===== src/rtl/vend_pkg.sv =====
//------------------------------------------------------------------------------
// Module   : vend_pkg
// Brief    : Shared state encoding and constants for the vending controller.
// Revision : 1.0
//------------------------------------------------------------------------------
`default_nettype none

package vend_pkg;

  typedef enum logic [1:0] {
    ST_IDLE     = 2'd0,
    ST_ACCUM    = 2'd1,
    ST_DISPENSE = 2'd2,
    ST_REFUND   = 2'd3
  } vend_state_e;

  localparam int unsigned c_CREDIT_W = 6;
  localparam int unsigned c_HOLD_W   = 26;

  localparam logic [c_CREDIT_W-1:0] c_COIN5  = 6'd5;
  localparam logic [c_CREDIT_W-1:0] c_COIN10 = 6'd10;

endpackage

`default_nettype wire


===== src/rtl/vend_hold_timer.sv =====
//------------------------------------------------------------------------------
// Module   : vend_hold_timer
// Brief    : Loadable down-counter that times the dispense/refund indication.
// Revision : 1.0
//------------------------------------------------------------------------------
`default_nettype none

module vend_hold_timer
  import vend_pkg::*;
#(
  parameter int unsigned HOLD_CYC = 50_000_000
) (
  input  logic clk,
  input  logic rst_n,
  input  logic load_i,
  output logic zero_o
);

  localparam logic [c_HOLD_W-1:0] c_LOAD_VAL = c_HOLD_W'(HOLD_CYC - 1);
  localparam logic [c_HOLD_W-1:0] c_ONE      = c_HOLD_W'(1);

  logic [c_HOLD_W-1:0] count_q;
  logic [c_HOLD_W-1:0] count_d;

  // Parks at zero once expired so an idle timer never wraps.
  always_comb begin
    count_d = count_q;
    if (load_i) begin
      count_d = c_LOAD_VAL;
    end else if (count_q != '0) begin
      count_d = count_q - c_ONE;
    end
  end

  always_ff @(posedge clk) begin
    if (!rst_n) begin
      count_q <= '0;
    end else begin
      count_q <= count_d;
    end
  end

  assign zero_o = (count_q == '0);

endmodule

`default_nettype wire


===== src/rtl/vend_ctrl.sv =====
//------------------------------------------------------------------------------
// Module   : vend_ctrl
// Brief    : Coin accumulation, dispense and cancel/refund control FSM.
// Revision : 1.0
//------------------------------------------------------------------------------
`default_nettype none

module vend_ctrl
  import vend_pkg::*;
#(
  parameter int unsigned PRICE    = 25,
  parameter int unsigned HOLD_CYC = 50_000_000
) (
  input  logic       clk,
  input  logic       rst_n,
  input  logic       c5_flag,
  input  logic       c5_val,
  input  logic       c10_flag,
  input  logic       c10_val,
  input  logic       cancel_flag,
  input  logic       cancel_val,
  output logic [5:0] credit,
  output logic       dispense,
  output logic [5:0] change,
  output logic       refund,
  output logic       busy
);

  localparam logic [c_CREDIT_W-1:0] c_PRICE = c_CREDIT_W'(PRICE);

  vend_state_e           state_q;
  logic [c_CREDIT_W-1:0] credit_q;
  logic [c_CREDIT_W-1:0] change_q;
  logic                  dispense_q;
  logic                  refund_q;
  logic                  busy_q;

  logic                  w_c5_evt;
  logic                  w_c10_evt;
  logic                  w_cancel_evt;
  logic                  w_coin_evt;
  logic [c_CREDIT_W-1:0] w_coin_val;
  logic [c_CREDIT_W-1:0] w_sum;
  logic                  w_taking;
  logic                  w_go_ref;
  logic                  w_go_disp;
  logic                  w_hold_zero;

  // Keys are active-low levels qualified by the debounce strobe.
  assign w_c5_evt     = c5_flag     & ~c5_val;
  assign w_c10_evt    = c10_flag    & ~c10_val;
  assign w_cancel_evt = cancel_flag & ~cancel_val;

  assign w_coin_evt = w_c10_evt | w_c5_evt;
  assign w_coin_val = w_c10_evt ? c_COIN10 : c_COIN5;
  assign w_sum      = credit_q + w_coin_val;
  assign w_taking   = (state_q == ST_IDLE) || (state_q == ST_ACCUM);
  assign w_go_ref   = w_taking && w_cancel_evt && (state_q == ST_ACCUM);
  assign w_go_disp  = w_taking && !w_cancel_evt && w_coin_evt && (w_sum >= c_PRICE);

  vend_hold_timer #(
    .HOLD_CYC (HOLD_CYC)
  ) u_hold_timer (
    .clk    (clk),
    .rst_n  (rst_n),
    .load_i (w_go_ref | w_go_disp),
    .zero_o (w_hold_zero)
  );

  always_ff @(posedge clk) begin
    if (!rst_n) begin
      state_q    <= ST_IDLE;
      credit_q   <= '0;
      change_q   <= '0;
      dispense_q <= 1'b0;
      refund_q   <= 1'b0;
      busy_q     <= 1'b0;
    end else begin
      case (state_q)
        ST_IDLE, ST_ACCUM: begin
          // A cancel always wins, even from IDLE where it is a no-op.
          if (w_go_ref) begin
            state_q  <= ST_REFUND;
            change_q <= credit_q;
            refund_q <= 1'b1;
            busy_q   <= 1'b1;
          end else if (!w_cancel_evt && w_coin_evt) begin
            credit_q <= w_sum;
            if (w_go_disp) begin
              state_q    <= ST_DISPENSE;
              change_q   <= w_sum - c_PRICE;
              dispense_q <= 1'b1;
              busy_q     <= 1'b1;
            end else begin
              state_q <= ST_ACCUM;
            end
          end
        end
        default: begin
          if (w_hold_zero) begin
            state_q    <= ST_IDLE;
            credit_q   <= '0;
            change_q   <= '0;
            dispense_q <= 1'b0;
            refund_q   <= 1'b0;
            busy_q     <= 1'b0;
          end
        end
      endcase
    end
  end

  assign credit   = credit_q;
  assign change   = change_q;
  assign dispense = dispense_q;
  assign refund   = refund_q;
  assign busy     = busy_q;

endmodule

`default_nettype wire


===== config.mk =====
export PLATFORM = sky130hd
export DESIGN_NAME = vend_ctrl
export DESIGN_NICKNAME = d
export VERILOG_FILES = /design/src/rtl/vend_pkg.sv /design/src/rtl/vend_hold_timer.sv /design/src/rtl/vend_ctrl.sv
export SDC_FILE = /design/constraint.sdc
export NUM_CORES = 1
export LEC_CHECK = 0
export BUFFER_PORTS_ARGS = -buffer_cell sky130_fd_sc_hd__buf_2
export CAP_MARGIN = 20
export CELL_PAD_IN_SITES_DETAIL_PLACEMENT = 0
export CELL_PAD_IN_SITES_GLOBAL_PLACEMENT = 2
export CORE_MARGIN = 2
export CORE_UTILIZATION = 40
export CTS_BUF_LIST = sky130_fd_sc_hd__clkbuf_8
export CTS_CLUSTER_DIAMETER = 150
export DETAILED_ROUTE_END_ITERATION = 16
export PLACE_DENSITY_LB_ADDON = 0.1
export SYNTH_ARGS = -nofsm -noshare
export SYNTH_HDL_FRONTEND = slang
export SYNTH_SLANG_ARGS = --single-unit

===== constraint.sdc =====
create_clock -name clk -period 6.5 [get_ports clk]
set_input_delay 0.65 -clock clk [delete_from_list [all_inputs] [get_ports clk]]
set_output_delay 0.65 -clock clk [all_outputs]
set_load 0.01 [all_outputs]

After elaboration in Yosys (flattened, before gate mapping)
Index checks and enable logic that the tools add are counted.
Operators by class
  bitwise logic cells: 9
  reductions and logical operators: 20
  equality and inequality tests: 7
  mux-type cells: 25
  add/sub/neg operators: 3
  order comparisons: 1
Operators with widths (number)
  $mux W26: 2
  $mux W6: 8
  $logic_not A26 Y1: 1
  $reduce_bool A26 Y1: 1
  $sub A26 B1 Y26 const B: 1
  $mux W2: 5
  $mux W1: 9
  $ne A2 B2 Y1 const B: 4
  $add A6 B4 Y6: 1
  $ge A6 B5 Y1 const B: 1
  $logic_and A1 B1 Y1: 6
  $ne A3 B3 Y1 const B: 2
  $reduce_and A3 Y1: 2
  $sub A6 B5 Y6 const B: 1
  $mux W4: 1
  $not A1 Y1: 4
  $reduce_and A2 Y1: 2
  $reduce_and A4 Y1: 1
  $reduce_bool A2 Y1: 2
  $reduce_or A2 Y1: 2
  $and A1 B1 Y1: 3
  $eq A2 B1 Y1 const B: 1
  $logic_not A2 Y1: 1
  $or A1 B1 Y1: 2
  other kinds (2): 2
Storage, ports and cells
  output and inout bits: 15
  register bits after elaboration: 43
  logic and storage cells: 73
  bits of input ports: 8

Longest topological paths before layout
  depth after elaboration: 10
  depth in mapped cells: 12
  gate-level depth less buffers: 11

Cells and area by module
A second synthesis with hierarchy kept.
Unflattened totals
  cell total of the unflattened synthesis: 294
  area total of the unflattened synthesis: 2572.5 sq um
By module, submodules not included
  vend_hold_timer: times used 1, cells an instance 150, area an instance 1321.3 sq um
  vend_ctrl: times used 1, cells an instance 144, area an instance 1251.2 sq um

Worst setup path before layout
Ideal clock, no wire load.
  path kind: input -> register
  from: input c10_flag
  to: register change_q[1] (netlist: change[1])
  arrival time: 3.069 ns
  library setup time: 0.076 ns
  slack: 3.355 ns
  stages: 12
  buffers on the path: 1
  path through: nor2b_2 > inv_1 > ha_1 > ha_1 > or2_2 > o211a_1 > nand2b_1 > o2111ai_1 > and3_1 > clkbuf_1 > nand3_1 > a21boi_0
Between the ends
  cells in the longest elaborated chain, start to end: 8
RTL lines
  start: declaration: RTL line vend_ctrl.sv:18  | input logic c10_flag,
  $and A1 B1 Y1 *: RTL line vend_ctrl.sv:51  | assign w_c10_evt = c10_flag & ~c10_val;
  $mux W4: RTL line vend_ctrl.sv:55  | assign w_coin_val = w_c10_evt ? c_COIN10 : c_COIN5;
  $add A6 B4 Y6: RTL line vend_ctrl.sv:56  | assign w_sum = credit_q + w_coin_val;
  $sub A6 B5 Y6: RTL line vend_ctrl.sv:91  | change_q <= w_sum - c_PRICE;
  $mux W6: RTL line vend_ctrl.sv:89  | if (w_go_disp) begin
  $mux W6: RTL line vend_ctrl.sv:87  | end else if (!w_cancel_evt && w_coin_evt) begin
  $mux W6: RTL line vend_ctrl.sv:82  | if (w_go_ref) begin
  $mux W6: RTL line vend_ctrl.sv:79  | case (state_q)
  end signal: assignment: RTL line vend_ctrl.sv:84  | change_q <= credit_q;
  end signal: assignment: RTL line vend_ctrl.sv:91
  end: declaration: RTL line vend_ctrl.sv:33  | logic [c_CREDIT_W-1:0] change_q;
Mark *: on every way between the ends. The rest lies on a longest branch, timed or not. The select of a mux whose other input is x is not followed.
A chain may end at the register's enable or synchronous reset.

Worst setup path in the final report
  from: input c10_flag
  to: register u_hold_timer.count_q[10]
Between the ends
  cells in the longest elaborated chain, start to end: 7
RTL lines
  $and A1 B1 Y1 *: RTL line vend_ctrl.sv:51
  $mux W4: RTL line vend_ctrl.sv:55
  $add A6 B4 Y6: RTL line vend_ctrl.sv:56
  $ge A6 B5 Y1: RTL line vend_ctrl.sv:59  | assign w_go_disp = w_taking && !w_cancel_evt && w_coin_evt && (w_sum >= c_PRICE);
  $logic_and A1 B1 Y1 *: RTL line vend_ctrl.sv:59
  $or A1 B1 Y1 *: RTL line vend_ctrl.sv:66  | .load_i (w_go_ref | w_go_disp),
  $reduce_or A2 Y1 (no line) *
  end signal: assignment: RTL line vend_hold_timer.sv:39  | count_q <= count_d;
  end: declaration: RTL line vend_hold_timer.sv:22  | logic [c_HOLD_W-1:0] count_q;
Mark *: on every way between the ends. The rest lies on a longest branch, timed or not.

==> results.txt <==
The flow ran to the end, and the final reports show no timing, DRC or antenna violations. After synthesis, the netlist uses 49 different library cells. The synthesized area per cell came out at between 8 and 9 sq um. The first detailed-routing pass took 4 iterations. The number of remaining DRC errors came out at 0. Summed over all cells, the static leakage comes to slightly above 1 nW. The top metal layer carrying routed signals is met4. The synthesis warning total is 0. The synthesis-to-layout area growth is 10.9%. The number of antenna diodes in the final layout is 0. The actual slew at the worst max-slew pin came out at 0.806 ns. The met2 wirelength from detailed routing came out at 2450 microns. STA classifies the critical path endpoint as a flop.

The total count of hold-check failures in the final report came out at 0. The total core area is 5570 sq um. In the detailed route, the total length drawn on met3 is 121 microns. In this run the tightest slew margin relative to its limit is 46.3%.

CTS built an H-tree with a depth of 2. The synthesized netlist net count is 291. The sink count of the clock tree is 43.

The tree is rooted in a clkbuf_8. The number of I/O port buffers came out at 22. The die extent in x is 80.4 microns.

The register area share after synthesis is 36.9%. The async set-or-reset flop fraction in the synthesized netlist is 0%. The placed cell count is approximately 360. The antenna violation net count after detailed routing came out at 0. The number of buffer and inverter stages on the critical path came out at 2. The final estimated routing congestion in global placement came out at 0.762. The startpoint identified for the worst register-to-register timing path is credit[1]$_SDFFE_PN0P_. The wire length of the first global-routing pass came out at 8800 microns. The number of max-slew violations in the final report was 0. Counting flops with a built-in enable in the synthesized netlist gives 0. The critical-path maximum fanout is 23. In the final routed layout, each cell accounts on average for ~14 microns. The latest clock arrival within the worst-skew pair came out at ~0.29 ns. The number of gates given a new drive strength after cts is 0. By startpoint and endpoint, the worst setup path is classified as in2reg. Synthesis produced a netlist whose cell count is 277. The I/O pin count came out at 23. The cts-stage hold buffer count came out at 0. The startpoint identified for the worst hold timing path is refund$_SDFFE_PN0P_. The min-delay analysis places its worst path in the category reg2reg. The ratio of final minimum period to clock period came out at 57.3%.

The initial core utilization came out at between 40% and 50%. The final count of negative-setup-slack endpoints came out at 0. The met1 wire length is 2490 microns. The startpoint kind of the worst setup timing path is an input port. Entering global routing, the biggest net connects 38 pins.

The total negative slack for setup checks came out at 0 ns. The most critical setup path has its startpoint at c10_flag. The routed wire length came out at between 5000 and 6000 microns. The total power came out at between 1 and 1.5 mW. The chip height is ~80 microns. The final net count came out at 308. Setup repair after global routing left no endpoint under its margin. The slowest stage cell on the critical path is and3_1. In this run the post-CTS setup repair buffer count came out at 0. The gate family responsible for the most delay along the worst path is simple AND/OR/NAND/NOR gates. The highest clock frequency the design can meet is about 0.27 GHz. Traced cell by cell, the critical path runs through buf_2, nor2b_2, inv_1, ha_1, ha_1, or2_2, o211a_1, nand2b_1, o2111ai_1, and3_1, nand2_1, nor2_1. VDD sags by at most 0.127 mV. The critical path's largest stage delay came out at 0.73 ns. The data arrival time of the worst path is 3.96 ns. Max-cap violations in this run came to 0. The required time of the worst setup path came out at approximately 6.7 ns. Row generation in the floorplan step produced 27 rows. The total of flip-flops plus latches after synthesis is 43.

The via count of the routed design came out at 1,942. Clock skew on the completed layout was measured at 0.00462 ns. In this run the cell area of the synthesized design comes to between 2000 and 2500 sq um. The via-per-instance ratio is between 5 and 6.

The number of clock buffers inserted by TritonCTS is 5. The most used flip-flop cell after synthesis is dfxtp_1. The number of antenna violations at the first check in global routing is 0. The register clock-pin slew on the reported worst setup and hold paths came out at roughly 0.080 ns.

The die covers 6460 sq um. The TritonCTS clock tree is yes. The power per cell area came out at 393 nW/um^2. The cell that appears most often on the critical path is ha_1.

Global routing used 17.5% of the available tracks. The largest buffer count on any clock path is 2. The sum of net half-perimeters after detailed placement came out at 3690 microns. The shortest clock period the worst path allows after layout came out at 3.73 ns. The first-iteration detailed-routing DRC count is 44. Once layout is complete, the cells apart from fillers number 367. After global routing the overflow that remains totals 0. The via count of the first global-routing pass is 1,872.

The share of post-route cells with drive strength above 1 is between 10% and 20%.
==> cells in the mapped netlist, drive strengths merged (4+ instances only) <==
master	instances	area, sq um
dfxtp	43	861
nand2	29	109
a21boi	25	188
nor2	22	82.6
nand3	17	85.1
xnor2	17	149
o21ai	15	75.1
xor2	12	105
clkbuf	11	41.3
nor3	11	66.3
inv	8	30.0
ha	6	75.1
nand2b	5	31.3
nor2b	4	27.5
nor4	4	31.3
or3	4	25.0
or4	4	37.5
==> placed cells by master (no fill, tap or decap), types with 2 or more instances in the layout <==
cell type | netlist | final
nor4_1 | 3 | 3
nand4b_1 | 2 | 2
nor3_1 | 10 | 10
clkbuf_8 | 0 | 7
nand2b_1 | 5 | 5
buf_2 | 1 | 22
o31a_1 | 2 | 2
inv_1 | 8 | 9
nor2b_1 | 3 | 3
nand3b_1 | 3 | 3
ha_1 | 6 | 6
xor2_1 | 12 | 12
xnor2_1 | 17 | 17
nand3_1 | 17 | 17
o211ai_1 | 2 | 2
a21boi_1 | 6 | 6
o21ai_0 | 14 | 14
nand4_1 | 2 | 2
dfxtp_1 | 43 | 43
and2_1 | 2 | 2
a21boi_0 | 19 | 19
or4_4 | 2 | 2
o211a_1 | 2 | 2
a21oi_1 | 3 | 3
nand2_1 | 29 | 29
nor2_1 | 22 | 22
or3_1 | 4 | 4
and3_1 | 2 | 2
mux2i_1 | 3 | 3
or4_1 | 2 | 2
o21a_1 | 2 | 2
==> sequential cells by signal, indices dropped and copies added (netlist names) <==
register and flops:
state_q 2, change 6, busy 1, u_hold_timer.count_q 26
refund 1, dispense 1, credit 6
==> final cells by class <==
cell class / instances / area [sq um]
Tap cell: 72 / 90.1
Timing Repair Buffer: 22 / 110
Sequential cell: 43 / 861
Inverter: 8 / 30.0
Clock inverter: 1 / 3.75
Clock buffer: 7 / 96.3
Fill cell: 594 / 2990
Multi-Input combinational cell: 214 / 1400
==> worst register-to-register path, delay by kind of cell, from the launching register on <==
family	cells	cell delay [ns]
AOI/OAI and AO/OA	2	0.49
xor gates and xnor gates	1	0.13
adders and majority gates	1	0.24
DFF	1	0.51
and+or+nand+nor	5	1.75
==> per-stage QoR <==
step                worst slack (ns)  cell area [sq um]  utilization (%)  hold slack [ns]
floorplan                       3.36               2330                -            0.476
global placement                2.56               2490             44.6            0.448
detailed placement              2.42               2490             44.6            0.454
CTS                             2.73               2590             46.4            0.474
global route                    2.40               2590             46.4            0.490
finish                          2.77               2590             46.4            0.466
==> where the power goes <==
part	switching, mW	leakage (nW)	total (mW)	internal (mW)
clock	0.0890	0.0557	0.184	0.0954
combinational	0.242	0.621	0.441	0.199
sequential	0.0588	0.351	0.390	0.331
total	0.390	1.03	1.02	0.625
==> metal layers <==
layer	GRT usage, %	up-vias
met4	7.12	0
met1	21.1	899
li1	-	1009
met5	0	-
met2	30.8	24
met3	2.92	10
==> cell families after synthesis <==
family	synth area share, %
flops	36.9
simple gates	26.8
compound gates	17.2
mux	1.29
xor+xnor	10.9
fa+ha+maj	3.65
buf+inv	3.27
==> final timing paths <==
| path | to | slack [ns] | cells after the start |
|---|---|---|---|
| hold reg to reg | refund$_SDFFE_PN0P_ | 0.47 | 2 |
| setup / recovery | u_hold_timer.count_q[10]$_SDFFE_PP0N_ | 2.77 | 12 |
| hold / removal | refund$_SDFFE_PN0P_ | 0.47 | 2 |
| setup reg to reg | u_hold_timer.count_q[10]$_SDFFE_PP0N_ | 3.32 | 9 |
No activity file was read; power rests on OpenSTA's default activity.
